File: config.mk
export PLATFORM = sky130hd
export DESIGN_NAME = rx_descrambler_deframer
export DESIGN_NICKNAME = d
export VERILOG_FILES = /design/src/rtl/rx_descrambler_deframer.sv
export SDC_FILE = /design/constraint.sdc
export NUM_CORES = 1
export LEC_CHECK = 0
export CAP_MARGIN = 15
export CORE_ASPECT_RATIO = 0.5
export CORE_MARGIN = 3
export CORE_UTILIZATION = 30
export CTS_CLUSTER_SIZE = 10
export DETAILED_ROUTE_END_ITERATION = 10
export PLACE_DENSITY = 0.52
export SLEW_MARGIN = 20
export SYNTH_ARGS = -nofsm -noshare
export SYNTH_HDL_FRONTEND = slang
export SYNTH_SLANG_ARGS = --single-unit
File: constraint.sdc
create_clock -name clki -period 5.5 [get_ports clki]
set_input_delay 1.1 -clock clki [delete_from_list [all_inputs] [get_ports clki]]
set_output_delay 1.1 -clock clki [all_outputs]
set_load 0.02 [all_outputs]
File: src/rtl/rx_descrambler_deframer.sv
// Receive side of the wake-up/sync link: strips the self-synchronising
// scrambler, packs payload bytes MSB-first and grades them against 0xF0.
module rx_descrambler_deframer #(
   parameter int PREAMBLE_LEN = 432,
   parameter int PAYLOAD_LEN  = 768,
   parameter int TAIL_LEN     = 16,
   parameter int ERR_W        = 16
) (
   input  logic             clki,
   input  logic             rst,
   input  logic             frame_start,
   input  logic             bit_en,
   input  logic             bit_in,
   output logic [7:0]       byte_out,
   output logic             byte_valid,
   output logic             busy,
   output logic             frame_done,
   output logic             preamble_err,
   output logic [ERR_W-1:0] err_cnt
);

   localparam int MAX_A  = (PREAMBLE_LEN > PAYLOAD_LEN) ? PREAMBLE_LEN : PAYLOAD_LEN;
   localparam int MAX_B  = (MAX_A > TAIL_LEN) ? MAX_A : TAIL_LEN;
   localparam int MAXLEN = (MAX_B > 8) ? MAX_B : 8;
   localparam int CNT_W  = $clog2(MAXLEN + 1);

   localparam logic [CNT_W-1:0] PRE_LAST  = CNT_W'(PREAMBLE_LEN - 1);
   localparam logic [CNT_W-1:0] PAY_LAST  = CNT_W'(PAYLOAD_LEN - 1);
   localparam logic [CNT_W-1:0] TAIL_LAST = CNT_W'(TAIL_LEN - 1);

   typedef enum logic [1:0] {
      IDLE,
      PREAMBLE,
      PAYLOAD,
      TAIL
   } state_t;

   state_t           state_q, state_d;
   logic [CNT_W-1:0] cnt_q, cnt_d;
   logic [7:0]       hist_q, hist_d;
   logic [6:0]       sr_q, sr_d;
   logic [7:0]       byte_q, byte_d;
   logic             bvalid_q, bvalid_d;
   logic             busy_q, busy_d;
   logic             done_q, done_d;
   logic             perr_q, perr_d;
   logic [ERR_W-1:0] err_q, err_d;

   logic accept;
   logic descr;
   logic exp_bit;

   // The bit riding along with frame_start belongs to nobody.
   assign accept  = bit_en && !frame_start && (state_q != IDLE);
   assign descr   = bit_in ^ hist_q[0] ^ hist_q[3] ^ hist_q[4]
                  ^ hist_q[6] ^ hist_q[7];
   assign exp_bit = ~cnt_q[2];

   always_comb begin
      state_d  = state_q;
      cnt_d    = cnt_q;
      hist_d   = hist_q;
      sr_d     = sr_q;
      byte_d   = byte_q;
      bvalid_d = 1'b0;
      busy_d   = busy_q;
      done_d   = 1'b0;
      perr_d   = perr_q;
      err_d    = err_q;

      if (frame_start) begin
         state_d = PREAMBLE;
         cnt_d   = '0;
         hist_d  = '0;
         sr_d    = '0;
         perr_d  = 1'b0;
         err_d   = '0;
         busy_d  = 1'b1;
      end else if (accept) begin
         hist_d = {hist_q[6:0], bit_in};
         cnt_d  = cnt_q + CNT_W'(1);
         unique case (state_q)
            PREAMBLE: begin
               if (bit_in) perr_d = 1'b1;
               if (cnt_q == PRE_LAST) begin
                  state_d = PAYLOAD;
                  cnt_d   = '0;
               end
            end
            PAYLOAD: begin
               sr_d = {sr_q[5:0], descr};
               if ((descr != exp_bit) && (err_q != '1))
                  err_d = err_q + ERR_W'(1);
               if (cnt_q[2:0] == 3'b111) begin
                  byte_d   = {sr_q, descr};
                  bvalid_d = 1'b1;
               end
               if (cnt_q == PAY_LAST) begin
                  state_d = TAIL;
                  cnt_d   = '0;
               end
            end
            TAIL: begin
               if (bit_in) perr_d = 1'b1;
               if (cnt_q == TAIL_LAST) begin
                  state_d = IDLE;
                  cnt_d   = '0;
                  busy_d  = 1'b0;
                  done_d  = 1'b1;
               end
            end
            default: ;
         endcase
      end
   end

   always_ff @(posedge clki) begin
      if (rst) begin
         state_q  <= IDLE;
         cnt_q    <= '0;
         hist_q   <= '0;
         sr_q     <= '0;
         byte_q   <= '0;
         bvalid_q <= 1'b0;
         busy_q   <= 1'b0;
         done_q   <= 1'b0;
         perr_q   <= 1'b0;
         err_q    <= '0;
      end else begin
         state_q  <= state_d;
         cnt_q    <= cnt_d;
         hist_q   <= hist_d;
         sr_q     <= sr_d;
         byte_q   <= byte_d;
         bvalid_q <= bvalid_d;
         busy_q   <= busy_d;
         done_q   <= done_d;
         perr_q   <= perr_d;
         err_q    <= err_d;
      end
   end

   assign byte_out     = byte_q;
   assign byte_valid   = bvalid_q;
   assign busy         = busy_q;
   assign frame_done   = done_q;
   assign preamble_err = perr_q;
   assign err_cnt      = err_q;

endmodule

==> results.txt <==
Placement row count: 23
Post-layout nets: 330
Core area: 8120 µm²
Routed vias: 2225
Clk root buf: clkbuf_16
Die Area: 9660 µm²
I/O Buffers: 32
Die width: 136 µm
Simple-gate portion of the synthesized area: 29.0%
Critical path type: in2reg
Slew Limit Headroom: 29.5%
GR Overflow Total: 0
# diodes: 0
Clock sink count: 55
Gpl congestion: 0.762
Synth Area in Compound Gates: 12.8%
CTS buffer count: 5
Detail Route Antenna Nets: 0
DRC viols: 0
TritonRoute pass-1 iters: 4
Total Routed Length: 6010 µm
CP startpoint kind: input pin
Post-Route M1 WL: 2930 µm
CTS H-tree lvls: 2
Largest area contributor in the netlist: dfxtp_1
RSZ-0062 raised after global routing: no
Final Cycle Share: 61.0%
CTS resizes: 0
Largest family of logic cells by synthesized area: simple AND/OR/NAND/NOR gates
WL met2: 2680 µm
WP data arrival: 3560 ps
Count leader, synth: dfxtp_1
1st-iter DRT viols: 173
Final WS setup: 2150 ps
Adder-cell share of the synthesized area: 1.48%
Ranking of synthesized cells by area: dfxtp_1, nand2_1, a21oi_1, mux2i_1, nor2_1
CTS Buffer Depth: 2
Clock Latency Late Sink: 300 ps
Syn_area_per_cell: 8.43 µm²
Clk_skew: 5.62 ps
Max cap viols: 0
Synth Area in XOR/XNOR: 5.03%
CP max stage cell: xnor2_2
Initial antenna violation count: 0
Mux share of post-synthesis cell area: 4.74%
Post-synthesis sequential area ratio: 43.4%
Worst Path Buf+Inv: 1
PD cells: 249 nW/µm²
DR top layer: met4
Max Fclk: 298 MHz
Die height: 71.0 µm
Status: finished clean
Share of layout cells above drive strength 1: 4.33%
Crit-path leading delay family: XOR/XNOR gates
Post-DP Area: 2920 µm²
Vias/cell: 5.11
Crit path capture type: flop
Worst VDD drop: 0.125 mV
Top-area cell type share of the netlist area: 43.4%
Post-synth ARST share: 0%
Critical Path Fanout Max: 25
Area grow syn2layout: 21.2%
DR WL met3: 311 µm
Flop2flop setup slack: 3010 ps
Detail Placement HPWL: 4140 µm
Cell area after layout: 3070 µm²
LEAKAGE: 0.995 nW
Gate Count Post-Synth: 301
Synthesized area: 2540 µm²
First-pass GRT wire length: 10300 µm
Max-slew violation count: 0
Clk slew on worst S/H paths: 70 ps
Worst-margin pin slew: 1050 ps
HP Class: reg2reg
CTS Hold Bufs: 0
CP max stage delay: 820 ps
Starting Density: 31.3%
Synth Warn #: 0
Vias in the first global route: 2102
Yosys reg bits: 55
Setup_tns: 0 ps
GRT Resource Usage Total: 13.2%
Largest net degree at the start of global routing: 35
Post-CTS Setup Inserts: 0
CTS tree: built
Place WS: 1880 ps
Final setup vio count: 0
Post-synth cell types: 45
Critical Path RT: 5710 ps
CP Cell Sequence: clkdlybuf4s50_1 > xor2_1 > xnor3_2 > xnor2_2 > nor4_1 > nor3_1
EDFF count, synth: 0
Syn_nets: 309
Crit path time final: 3350 ps
Final Hold Vio Count: 0
Top post-synthesis cells by count: dfxtp_1, nand2_1, a21oi_1
Total power: 0.000766 W
Ports: 33
Drt wl/cell: 13.8 µm
Top FF cell, synth: dfxtp_1
## layer usage
metal	vias up	global-route usage [%]
li1	1130	-
met1	1033	17.6
met3	7	3.20
met4	0	4.36
met5	-	0
met2	55	21.3
## cell usage in the layout (no fill, tap or decap), types with 2 or more instances in the layout
cell,n
dfxtp_1,55
nand2_1,46
clkdlybuf4s50_1,32
a21oi_1,28
nor2_1,26
nand4_1,14
nand3_1,13
mux2i_1,12
or4_1,9
o31ai_1,9
nor4_1,8
nor3_1,7
or3_1,6
xor2_1,6
clkbuf_16,5
xnor2_1,4
and3_1,3
a211oi_1,3
o21ai_0,3
ha_1,3
nand2b_1,2
or2_2,2
and2_1,2
a31oi_1,2
and4_1,2
## state kept, by name, indices dropped and copies added, names as in the netlist
name	flops
sr_q	7
cnt_q	10
preamble_err	1
busy	1
err_cnt	16
frame_done	1
hist_q	8
byte_valid	1
state_q	2
byte_out	8
## layout make-up
| type | count | area [µm²] |
|---|---|---|
| fill | 843 | 5040 |
| clock buffer | 6 | 139 |
| timing repair buffer | 33 | 328 |
| clock inverter | 2 | 16.3 |
| sequential | 55 | 1100 |
| inverter | 1 | 3.75 |
| multi-input combinational | 226 | 1350 |
| tap | 112 | 140 |
## path summary, 6_finish.rpt
| kind | depth (start not counted) | end | from |
|---|---|---|---|
| hold / removal | 2 | byte_out[7] | sr_q[6] |
| setup reg to reg | 4 | err_cnt[12] | state_q[1] |
| setup / recovery | 6 | err_cnt[9] | bit_in |
| hold reg to reg | 2 | byte_out[7] | sr_q[6] |
## power breakdown
part	internal [W]	switching, W	total, W
Combinational	0.0000105	0.0000210	0.0000315
Clock	0.000182	0.000151	0.000333
Sequential	0.000399	0.00000237	0.000402
Total	0.000592	0.000174	0.000766
## metrics by stage
| stage | hold slack, ps | util, % | std cells |
|---|---|---|---|
| 2_1_floorplan | 432 | - | 301 |
| 3_3_place_gp | 444 | 36.0 | 427 |
| 3_5_place_dp | 445 | 36.0 | 427 |
| 4_1_cts | 455 | 37.9 | 435 |
| 5_1_grt | 488 | 37.9 | 435 |
| 6_report | 453 | 37.9 | 435 |
## worst min-delay path, stage by stage (launching register included)
cell and delay (ps):
dfxtp_1 310, nand2_1 50, a21oi_1 50
## logic make-up after synthesis
family,Yosys count
AO/OA/AOI/OAI,53
XOR/XNOR,12
adder cells (fa/ha/maj),3
buffers and inverters,20
flip-flops,55
multiplexers,12
AND/OR/NAND/NOR,146
No activity file was read; power rests on OpenSTA's default activity.
